File: config.mk
export PLATFORM = sky130hd
export DESIGN_NAME = score_tracker
export DESIGN_NICKNAME = d
export VERILOG_FILES = /design/src/rtl/score_tracker.sv
export SDC_FILE = /design/constraint.sdc
export NUM_CORES = 1
export LEC_CHECK = 0
export ABC_AREA = 0
export CORE_MARGIN = 1.5
export CORE_UTILIZATION = 57
export CTS_BUF_LIST = sky130_fd_sc_hd__clkbuf_2 sky130_fd_sc_hd__clkbuf_4 sky130_fd_sc_hd__clkbuf_8
export DETAILED_ROUTE_END_ITERATION = 7
export PLACE_DENSITY = 0.89
export SYNTH_ARGS = -nofsm -noshare
export SYNTH_HDL_FRONTEND = slang
export SYNTH_SLANG_ARGS = --single-unit
export TNS_END_PERCENT = 100
File: constraint.sdc
create_clock -name clk -period 6.4 [get_ports clk]
set_input_delay 0.64 -clock clk [delete_from_list [all_inputs] [get_ports clk]]
set_output_delay 0.64 -clock clk [all_outputs]
set_load 0.02 [all_outputs]
File: src/rtl/score_tracker.sv
// Gameplay scoring: turns hit/miss strobes into a saturating 2-digit BCD score,
// a combo counter, a miss counter and a sticky fail flag for the game FSM.
module score_tracker #(
    parameter logic [2:0] PLAY_MODE  = 3'b010,
    parameter logic [3:0] MAX_MISSES = 4'd5,
    parameter logic [3:0] COMBO_T1   = 4'd4,
    parameter logic [3:0] COMBO_T2   = 4'd8
) (
    input  logic       clk,
    input  logic       n_rst,
    input  logic [2:0] mode,
    input  logic       hit,
    input  logic       miss,
    output logic [7:0] score,
    output logic [3:0] combo,
    output logic [3:0] miss_count,
    output logic       fail
);

    logic [2:0] prev_mode_reg;
    logic [7:0] score_reg, score_next;
    logic [3:0] combo_reg, combo_next;
    logic [3:0] miss_count_reg, miss_count_next;
    logic       fail_reg, fail_next;

    logic       start_game;
    logic       active;
    logic [1:0] points;
    logic [4:0] ones_sum;
    logic       ones_carry;
    logic [3:0] ones_digit;
    logic [4:0] tens_sum;
    logic [7:0] score_add;
    logic [3:0] miss_count_inc;

    assign start_game = (mode == PLAY_MODE) && (prev_mode_reg != PLAY_MODE);
    assign active     = (mode == PLAY_MODE) && !start_game && !fail_reg;

    // Points depend on the combo length before this hit is counted.
    always_comb begin
        points = 2'd3;
        if (combo_reg < COMBO_T1) begin
            points = 2'd1;
        end else if (combo_reg < COMBO_T2) begin
            points = 2'd2;
        end
    end

    // Packed-BCD add; a tens overflow pins the score at 99 instead of wrapping.
    always_comb begin
        ones_sum   = {1'b0, score_reg[3:0]} + {3'b000, points};
        ones_carry = (ones_sum > 5'd9);
        ones_digit = ones_carry ? (ones_sum[3:0] - 4'd10) : ones_sum[3:0];
        tens_sum   = {1'b0, score_reg[7:4]} + {4'b0000, ones_carry};
        score_add  = (tens_sum > 5'd9) ? 8'h99 : {tens_sum[3:0], ones_digit};
    end

    assign miss_count_inc = (miss_count_reg == 4'hF) ? 4'hF : (miss_count_reg + 4'd1);

    always_comb begin
        score_next      = score_reg;
        combo_next      = combo_reg;
        miss_count_next = miss_count_reg;
        fail_next       = fail_reg;
        if (start_game) begin
            score_next      = 8'h00;
            combo_next      = 4'd0;
            miss_count_next = 4'd0;
            fail_next       = 1'b0;
        end else if (active) begin
            if (miss) begin
                combo_next      = 4'd0;
                miss_count_next = miss_count_inc;
                fail_next       = (miss_count_inc >= MAX_MISSES);
            end else if (hit) begin
                score_next = score_add;
                combo_next = (combo_reg == 4'hF) ? 4'hF : (combo_reg + 4'd1);
            end
        end
    end

    always_ff @(posedge clk or negedge n_rst) begin
        if (!n_rst) begin
            prev_mode_reg  <= 3'b000;
            score_reg      <= 8'h00;
            combo_reg      <= 4'd0;
            miss_count_reg <= 4'd0;
            fail_reg       <= 1'b0;
        end else begin
            prev_mode_reg  <= mode;
            score_reg      <= score_next;
            combo_reg      <= combo_next;
            miss_count_reg <= miss_count_next;
            fail_reg       <= fail_next;
        end
    end

    assign score      = score_reg;
    assign combo      = combo_reg;
    assign miss_count = miss_count_reg;
    assign fail       = fail_reg;

endmodule
==> impl_summary.txt, run 1 <==
----------------------------------------------------
[Floorplanning]
  Floorplan core area ... 0.001982 mm2
  Die H ... 49.05 um
  Area enclosed by the die boundary ... 0.002406 mm2
  IO Count ... 24
  Die width ... 49.05 um
  Effective utilization at floorplan ... 0.6098
  Standard-cell rows ... 16

[Pwr]
  Power share of the combinational group ... 0.352
  Ratio of total power to cell area ... 223.7 mW/mm2
  Clk network pwr share ... 0.183
  Internal Pwr Total ... 0.2178 mW
  Seq pwr share ... 0.465
  Worst IR drop on VDD ... 154.7 uV
  Switching power summed over all nets ... 0.1158 mW
  Leakage Power ... 0.6474 nW
  Power after layout ... 0.3337 mW
  Switching Fraction ... 0.3471

[STA]
  Number of max-slew violations in the final report ... 0
  Setup clock skew after layout ... 0.01178 ns
  Achievable clock frequency ... 266.5 MHz
  Transition time at the pin with the least slew margin ... 1.025 ns
  Slew Limit Headroom ... 0.3142
  Tcrit/Tclk final ... 0.5863
  Hold violation total from the final report ... 0
  Setup repair after global routing missed its margin ... false
  Period minus WS final ... 3.752 ns
  Final setup fails ... 0
  Summed negative setup slack over all endpoints ... 0 ns

[Cells and area]
  NumNets Final ... 159
  Area used by sequential logic in the layout ... 500.5 um2
  Area of combinational cells with multiple inputs ... 681.9 um2
  Number of inserted diodes ... 0
  Filler instances ... 143
  Core utilization of the finished layout ... 0.7525
  Post-Layout Cell Count ... 169
  Area added between synthesis and finish ... 23.40%
  Proportion of layout cells with a drive suffix above 1 ... 0.09155
  Largest register FFs ... 8

[Synthesis]
  Post-synthesis net count ... 132
  Multiplexer area fraction after synthesis ... 0.03520
  Syn avg cell area ... 10.33 um2
  Number of flops mapped to enable cells by yosys ... 0
  Mapped Cells ... 117
  Largest family of logic cells by synthesized area ... simple AND/OR/NAND/NOR gates
  Seq/Total Area, Yosys ... 0.4141
  Xor/xnor share of the synthesized area ... 0.02899
  Area share of the largest cell type after synthesis ... 0.4141
  Compound-gate portion of the synthesized area ... 0.1781
  Cell type with the largest total area after synthesis ... sky130_fd_sc_hd__dfrtp_1
  Main area contributors after synthesis ... sky130_fd_sc_hd__dfrtp_1, sky130_fd_sc_hd__ha_1, sky130_fd_sc_hd__nor3_1, sky130_fd_sc_hd__a21oi_1, sky130_fd_sc_hd__nor2_1
  Async set or reset register ratio after synthesis ... 1.000
  Top_reg_cell synth ... sky130_fd_sc_hd__dfrtp_1
  Simple-gate share of the synthesized area ... 0.2329
  Seq cells post-synth ... 20
  Cell area after synthesis ... 0.001209 mm2
  Number of warnings reported in the yosys synthesis log ... 0
  Fraction of the mapped netlist area in adder cells ... 0.08903
  Number of distinct standard cells referenced by the synthesized netlist ... 40

[Status]
  Status ... finished, final reports clean

[Setup path]
  Worst-path maximum fanout ... 7
  Beginning of the critical path ... combo[3]
  WP data arrival ... 3.91 ns
  Most common cell type on the critical path ... sky130_fd_sc_hd__ha_1
  Critical Path End ... score[3]
  Kind of critical path ... register to register
  Sequence of cells on the critical path ... nand2b_1, ha_1, fa_1, nand2b_1, a31oi_1, a311oi_2, ha_1, ha_1, or2_2, a21oi_1, nor2_1, a311oi_1, nor3_1
  Internal reg-to-reg setup slack ... 2.65 ns
  Type of element launching the critical path ... register
  Peak per-stage delay on the critical path ... 0.57 ns
  Library cell contributing the largest single delay on the critical path ... sky130_fd_sc_hd__fa_1
  Critical register-to-register path endpoint ... score[3]
  R2R Path Start ... combo[3]
  Reg2reg path depth ... 13
  Endpoint kind of the worst setup timing path ... register
  Required time of the worst setup path ... 6.56 ns

[Drt]
  Via count ... 1035
  Average via count per standard cell ... 6.124
  Remaining antenna violation count after routing ... 0
  Total wire length ... 2754 um
  Count of unresolved DRC violations after routing ... 0
  Initial detailed-routing violation count ... 17
  WL/cell ... 16.30 um
  Drt pass-1 iters ... 4

[Place]
  Count of input and output buffers ... 23
  HPWL after DPL ... 2041 um
  Placed Instances ... 166
  RD Place Congestion ... 0.8721

[GRT]
  Maximum number of pins on one net before global-route repair ... 21
  Number of antenna violations at the first check in global routing ... 0
  GRT overflow ... 0
  Total GRT Usage ... 0.2657
  Via count of the first global-routing pass ... 1026
  Global-route wire length before repair ... 4788 um

[CTS]
  Clock sink count ... 20
  Quantity of gates resized following cts ... 0
  Setup Fix Bufs, Post-CTS ... 0
  Clock-pin slew reported for the worst setup and hold paths after clock tree synthesis ... 0.12 ns
  CTS Hold Bufs ... 0
  Clock tree root driver cell ... sky130_fd_sc_hd__clkbuf_4
  Max Root-Sink Buffers ... 2
  H-tree depth ... 1
  Clock tree from TritonCTS ... done
  Clock latency on the worst-skew pair ... 0.31 ns
  Clock buffers created by TritonCTS ... 3

[Job]
  Max cap viols ... 0

[Min path]
  Min-Delay Path Class ... register to register

----------------------------------------------------
## cell type report
| class | count | area share |
|---|---|---|
| clock buffer | 3 | 0.01510 |
| inverter | 6 | 0.01510 |
| multi-input combinational | 90 | 0.4572 |
| sequential | 20 | 0.3356 |
| tap | 27 | 0.02265 |
| timing repair buffer | 23 | 0.1544 |
## synth_stat cells, types with 2 or more instances
master,n
sky130_fd_sc_hd__and3_1,2
sky130_fd_sc_hd__nor3_1,10
sky130_fd_sc_hd__inv_1,6
sky130_fd_sc_hd__a22o_1,2
sky130_fd_sc_hd__nand4_1,2
sky130_fd_sc_hd__mux2i_1,2
sky130_fd_sc_hd__or2_2,2
sky130_fd_sc_hd__a311oi_1,3
sky130_fd_sc_hd__mux2_2,2
sky130_fd_sc_hd__a211oi_1,2
sky130_fd_sc_hd__ha_1,7
sky130_fd_sc_hd__dfrtp_1,20
sky130_fd_sc_hd__a31oi_1,2
sky130_fd_sc_hd__o21ai_0,4
sky130_fd_sc_hd__nand2b_1,4
sky130_fd_sc_hd__nand2_1,2
sky130_fd_sc_hd__a21oi_1,8
sky130_fd_sc_hd__xnor2_1,3
sky130_fd_sc_hd__nand3_1,4
sky130_fd_sc_hd__nor2_1,10
## critical path: cells and delay by family, from the launching register on
kind / cells / cell delay [ns]
fa+ha+maj: 4 / 1.35
compound gates: 4 / 1.00
simple gates: 5 / 0.82
flops: 1 / 0.45
## power by group through the flow
stage | registers (mW) | clock network, mW | logic, mW
floorplan | 0.171 | 0 | 0.0549
global placement | 0.157 | 0 | 0.112
detailed placement | 0.158 | 0 | 0.117
CTS | 0.155 | 0.0609 | 0.118
global route | 0.159 | 0.0664 | 0.128
finish | 0.155 | 0.0610 | 0.118
## per-layer routing
layer  vias up  track usage  wire (um)
li1        493            -          -
met1       501       0.3347       1202
met2        35       0.4338       1384
met3         6      0.05215        105
met4         0       0.1381         62
met5         -            0          0
## through the flow
stage,hold WS [ns],setup slack (ns),cell area [um2]
floorplan,0.3444,2.937,1209
global placement,0.5262,2.908,1469
detailed placement,0.5491,2.722,1469
CTS,0.5646,2.681,1491
global route,0.6000,2.426,1491
finish,0.5594,2.648,1491
## how the worst min path moves through the flow
stage                     startpoint       end  slack, ns  cells past startpoint
after global placement          fail      fail       0.53                      2
after detailed placement        fail      fail       0.55                      2
after floorplan                n_rst  combo[0]       0.34                      0
after global routing            fail      fail       0.60                      2
after CTS                       fail      fail       0.56                      2
final                           fail      fail       0.56                      2
## cells by family (layout without fill, tap and decap cells)
family,Yosys count,count (layout)
flops,20,20
compound gates,29,29
fa+ha+maj,8,8
mux,4,4
buf+inv,7,32
xor+xnor,4,4
simple gates,45,45
## placed cells by master (no fill, tap or decap), types with 2 or more instances in the layout
cell                              instances
sky130_fd_sc_hd__a211oi_1                 2
sky130_fd_sc_hd__a21oi_1                  8
sky130_fd_sc_hd__a22o_1                   2
sky130_fd_sc_hd__a311oi_1                 3
sky130_fd_sc_hd__a31oi_1                  2
sky130_fd_sc_hd__and3_1                   2
sky130_fd_sc_hd__clkbuf_4                 3
sky130_fd_sc_hd__clkdlybuf4s50_1         23
sky130_fd_sc_hd__dfrtp_1                 20
sky130_fd_sc_hd__ha_1                     7
sky130_fd_sc_hd__inv_1                    6
sky130_fd_sc_hd__mux2_2                   2
sky130_fd_sc_hd__mux2i_1                  2
sky130_fd_sc_hd__nand2_1                  2
sky130_fd_sc_hd__nand2b_1                 4
sky130_fd_sc_hd__nand3_1                  4
sky130_fd_sc_hd__nand4_1                  2
sky130_fd_sc_hd__nor2_1                  10
sky130_fd_sc_hd__nor3_1                  10
sky130_fd_sc_hd__o21ai_0                  4
sky130_fd_sc_hd__or2_2                    2
sky130_fd_sc_hd__xnor2_1                  3
Note: power is estimated with default switching activity, not from simulation.
==> inputs of run 2 (changes only) <==
--- a/config.mk
+++ b/config.mk
@@ -7,10 +7,10 @@
 export LEC_CHECK = 0
 export ABC_AREA = 0
 export CORE_MARGIN = 1.5
-export CORE_UTILIZATION = 57
+export CORE_UTILIZATION = 53
 export CTS_BUF_LIST = sky130_fd_sc_hd__clkbuf_2 sky130_fd_sc_hd__clkbuf_4 sky130_fd_sc_hd__clkbuf_8
 export DETAILED_ROUTE_END_ITERATION = 7
-export PLACE_DENSITY = 0.89
+export PLACE_DENSITY = 0.84
 export SYNTH_ARGS = -nofsm -noshare
 export SYNTH_HDL_FRONTEND = slang
 export SYNTH_SLANG_ARGS = --single-unit
==> constraint.sdc (replaced) <==
create_clock -name clk -period 3.6 [get_ports clk]
set_input_delay 0.36 -clock clk [delete_from_list [all_inputs] [get_ports clk]]
set_output_delay 0.36 -clock clk [all_outputs]
set_load 0.02 [all_outputs]
==> run 2 against run 1 <==
Compared with the run above:
- maximum frequency rose by 10%
- routed wire length shrank 1.7%
- count of clock-buffer cells in the layout rose by 1
- sequential power grew 80%
- flip-flop and latch count unchanged
- power is 87% higher
- first-iteration DRC count is 24% higher
- register-to-register slack worse by 2.4 ns
- critical path depth is the same
- core utilization shrank 5.3 points
==> impl_summary.txt, run 2 (synthesis gave the netlist of run 1 again) <==
----------------------------------------------------
[Status]
  Status ... finished, final reports clean

[Floorplanning]
  Die H ... 50.76 um (+3.5%)
  Area enclosed by the die boundary ... 0.002576 mm2 (+7.1%)
  Standard-cell rows ... 17 (+1)
  Effective utilization at floorplan ... 0.5517 (-0.05816)
  IO Count ... 24 (unchanged)
  Floorplan core area ... 0.002191 mm2 (+11%)
  Die width ... 50.76 um (+3.5%)

[Setup path]
  Worst-path maximum fanout ... 7 (unchanged)
  Endpoint kind of the worst setup timing path ... register
  Type of element launching the critical path ... register
  Number of cells on the critical path ... 13 (unchanged)
  Required time of the worst setup path ... 3.86 ns (-2.70 ns)
  R2R Path Start ... combo[3]
  Library cell contributing the largest single delay on the critical path ... sky130_fd_sc_hd__fa_2
  Sequence of cells on the critical path ... nand2b_1, ha_1, fa_2, nand2b_1, a31oi_1, a311oi_2, ha_2, ha_1, or2_2, a21oi_2, o221a_4, and3b_1, a221o_1
  Reg2reg path depth ... 13 (unchanged)
  Beginning of the critical path ... combo[3]
  Worst path top cell family by delay ... adder cells
  WP buf/inv ... 0 (unchanged)
  Peak per-stage delay on the critical path ... 0.57 ns (about the same)
  Kind of critical path ... register to register
  WP data arrival ... 3.66 ns (-0.25 ns)

[STA]
  Achievable clock frequency ... 294.3 MHz (+10%)
  Tcrit/Tclk final ... 0.9440 (+0.3576)
  Setup repair after global routing missed its margin ... false
  Final setup fails ... 0 (unchanged)
  Slew Limit Headroom ... 0.3844 (+0.07015)
  Hold violation total from the final report ... 0 (unchanged)
  Period minus WS final ... 3.398 ns (-0.3542 ns)
  Setup clock skew after layout ... 0.002928 ns (-0.008856 ns)
  Number of max-slew violations in the final report ... 0 (unchanged)
  Final worst hold slack ... 0.5161 ns (-0.04332 ns)
  Transition time at the pin with the least slew margin ... 0.9205 ns (-0.1043 ns)
  Summed negative setup slack over all endpoints ... 0 ns (unchanged)

[Min path]
  Min-Delay Path Class ... input pin to register
  Start point of the worst min-delay path ... mode[1]
  Min-Delay Path Depth ... 1 (-1)

[CTS]
  Max Root-Sink Buffers ... 2 (unchanged)
  Clock tree from TritonCTS ... done
  Clock sink count ... 20 (unchanged)
  Clock latency on the worst-skew pair ... 0.31 ns (about the same)
  Clock-pin slew reported for the worst setup and hold paths after clock tree synthesis ... 0.12 ns (about the same)
  H-tree depth ... 1 (unchanged)
  Setup Fix Bufs, Post-CTS ... 0 (unchanged)
  Clock buffers created by TritonCTS ... 3 (unchanged)
  Clock tree root driver cell ... sky130_fd_sc_hd__clkbuf_4

[Job]
  Max cap viols ... 0 (unchanged)

[GRT]
  Total GRT Usage ... 0.2365 (-0.02921)
  GRT overflow ... 0 (unchanged)
  Global-route wire length before repair ... 4588 um (-4.2%)
  Maximum number of pins on one net before global-route repair ... 21 (unchanged)
  Number of antenna violations at the first check in global routing ... 0 (unchanged)
  Via count of the first global-routing pass ... 1003 (-2.2%)

[Place]
  Count of input and output buffers ... 23 (unchanged)
  Placed Instances ... 169 (+1.8%)
  HPWL after DPL ... 1899 um (-7.0%)
  RD Place Congestion ... 0.8335 (-4.4%)
  Placed inst area ... 0.001485 mm2 (+1.1%)

[Cells and area]
  Commonest non-fill, non-tap cells in the layout ... sky130_fd_sc_hd__clkdlybuf4s50_1, sky130_fd_sc_hd__dfrtp_1, sky130_fd_sc_hd__nor3_1, sky130_fd_sc_hd__nor2_1, sky130_fd_sc_hd__a21oi_1
  Largest register FFs ... 8 (unchanged)
  Core utilization of the finished layout ... 0.6990 (-0.05350)
  Leading cell type in the layout, fill and taps excluded ... sky130_fd_sc_hd__clkdlybuf4s50_1
  NumNets Final ... 161 (+1.3%)
  Proportion of layout cells with a drive suffix above 1 ... 0.1379 (+0.04638)
  Area added between synthesis and finish ... 26.71%
  Post-Layout Cell Count ... 173 (+2.4%)
  Area of all placed cells without fillers ... 0.001531 mm2 (+2.7%)
  Number of inserted diodes ... 0 (unchanged)

[Drt]
  Remaining antenna violation count after routing ... 0 (unchanged)
  Via count ... 1048 (+1.3%)
  Total wire length ... 2706 um (-1.7%)
  Drt pass-1 iters ... 4 (unchanged)
  Average via count per standard cell ... 6.058 (-1.1%)
  WL/cell ... 15.64 um (-4.0%)
  Count of unresolved DRC violations after routing ... 0 (unchanged)
  Initial detailed-routing violation count ... 21 (+4)

[Pwr]
  Worst IR drop on VDD ... 341.1 uV (+120%)
  Leakage Power ... 0.6601 nW (+2.0%)
  Ratio of total power to cell area ... 406.8 mW/mm2 (+82%)

----------------------------------------------------
==> run 2: cell count changes in the layout (fill, tap and decap cells not counted) <==
| cell | before | now |
|---|---|---|
| sky130_fd_sc_hd__a21oi_1 | 8 | 7 |
| sky130_fd_sc_hd__ha_2 | 0 | 1 |
| sky130_fd_sc_hd__clkbuf_8 | 0 | 1 |
| sky130_fd_sc_hd__ha_1 | 7 | 6 |
| sky130_fd_sc_hd__fa_1 | 1 | 0 |
| sky130_fd_sc_hd__a21oi_2 | 0 | 1 |
| sky130_fd_sc_hd__dfrtp_1 | 20 | 19 |
| sky130_fd_sc_hd__dfrtp_2 | 0 | 1 |
| sky130_fd_sc_hd__fa_2 | 0 | 1 |
| sky130_fd_sc_hd__buf_4 | 0 | 2 |
==> run 2: worst paths after layout <==
path	endpoint	slack, ns
worst min register to register	fail	0.55
max in group asynchronous	combo[3]	2.44
min in group asynchronous	score[0]	0.55
worst max-delay path	score[2]	0.20
worst min-delay path	prev_mode_reg[1]	0.52
worst max register to register	score[2]	0.20
==> run 2: power by group <==
part / internal (mW) / switching [mW] / total, mW / leakage [nW]
registers: 0.249 / 0.0300 / 0.279 / 0.265
clock network: 0.0619 / 0.0747 / 0.137 / 0.0210
logic: 0.101 / 0.107 / 0.208 / 0.374
total: 0.411 / 0.212 / 0.623 / 0.660
==> run 2: metal layers <==
metal | up-vias | share of wire | global-route usage
met2 | 28 | 0.48 | 0.3772
met5 | - | 0 | 0
met3 | 5 | 0.037 | 0.03571
met1 | 514 | 0.46 | 0.3263
met4 | 0 | 0.015 | 0.08559
li1 | 501 | - | -
==> run 2: layout make-up <==
class	instances	area, um2
clock buffers	4	36.28
multi-input cells	90	690.7
inverters	6	22.52
flip-flops and latches	20	501.7
repair buffers	25	245.2
well taps	28	35.03
fillers	169	659.4
==> run 2: per-stage QoR <==
step	power, mW	setup slack [ns]
3_3_place_gp	0.4800	0.2366
6_report	0.6231	0.2017
2_1_floorplan	0.4017	0.1365
4_1_cts	0.6217	0.09279
3_5_place_dp	0.4897	0.1384
5_1_grt	0.6600	0.01330
==> run 2: what timing repair did <==
| action | in CTS | in global routing |
|---|---|---|
| resized for setup | 0 | 4 |
| hold buffers | 0 | 0 |
| setup endpoints to repair | 0 | 4 |
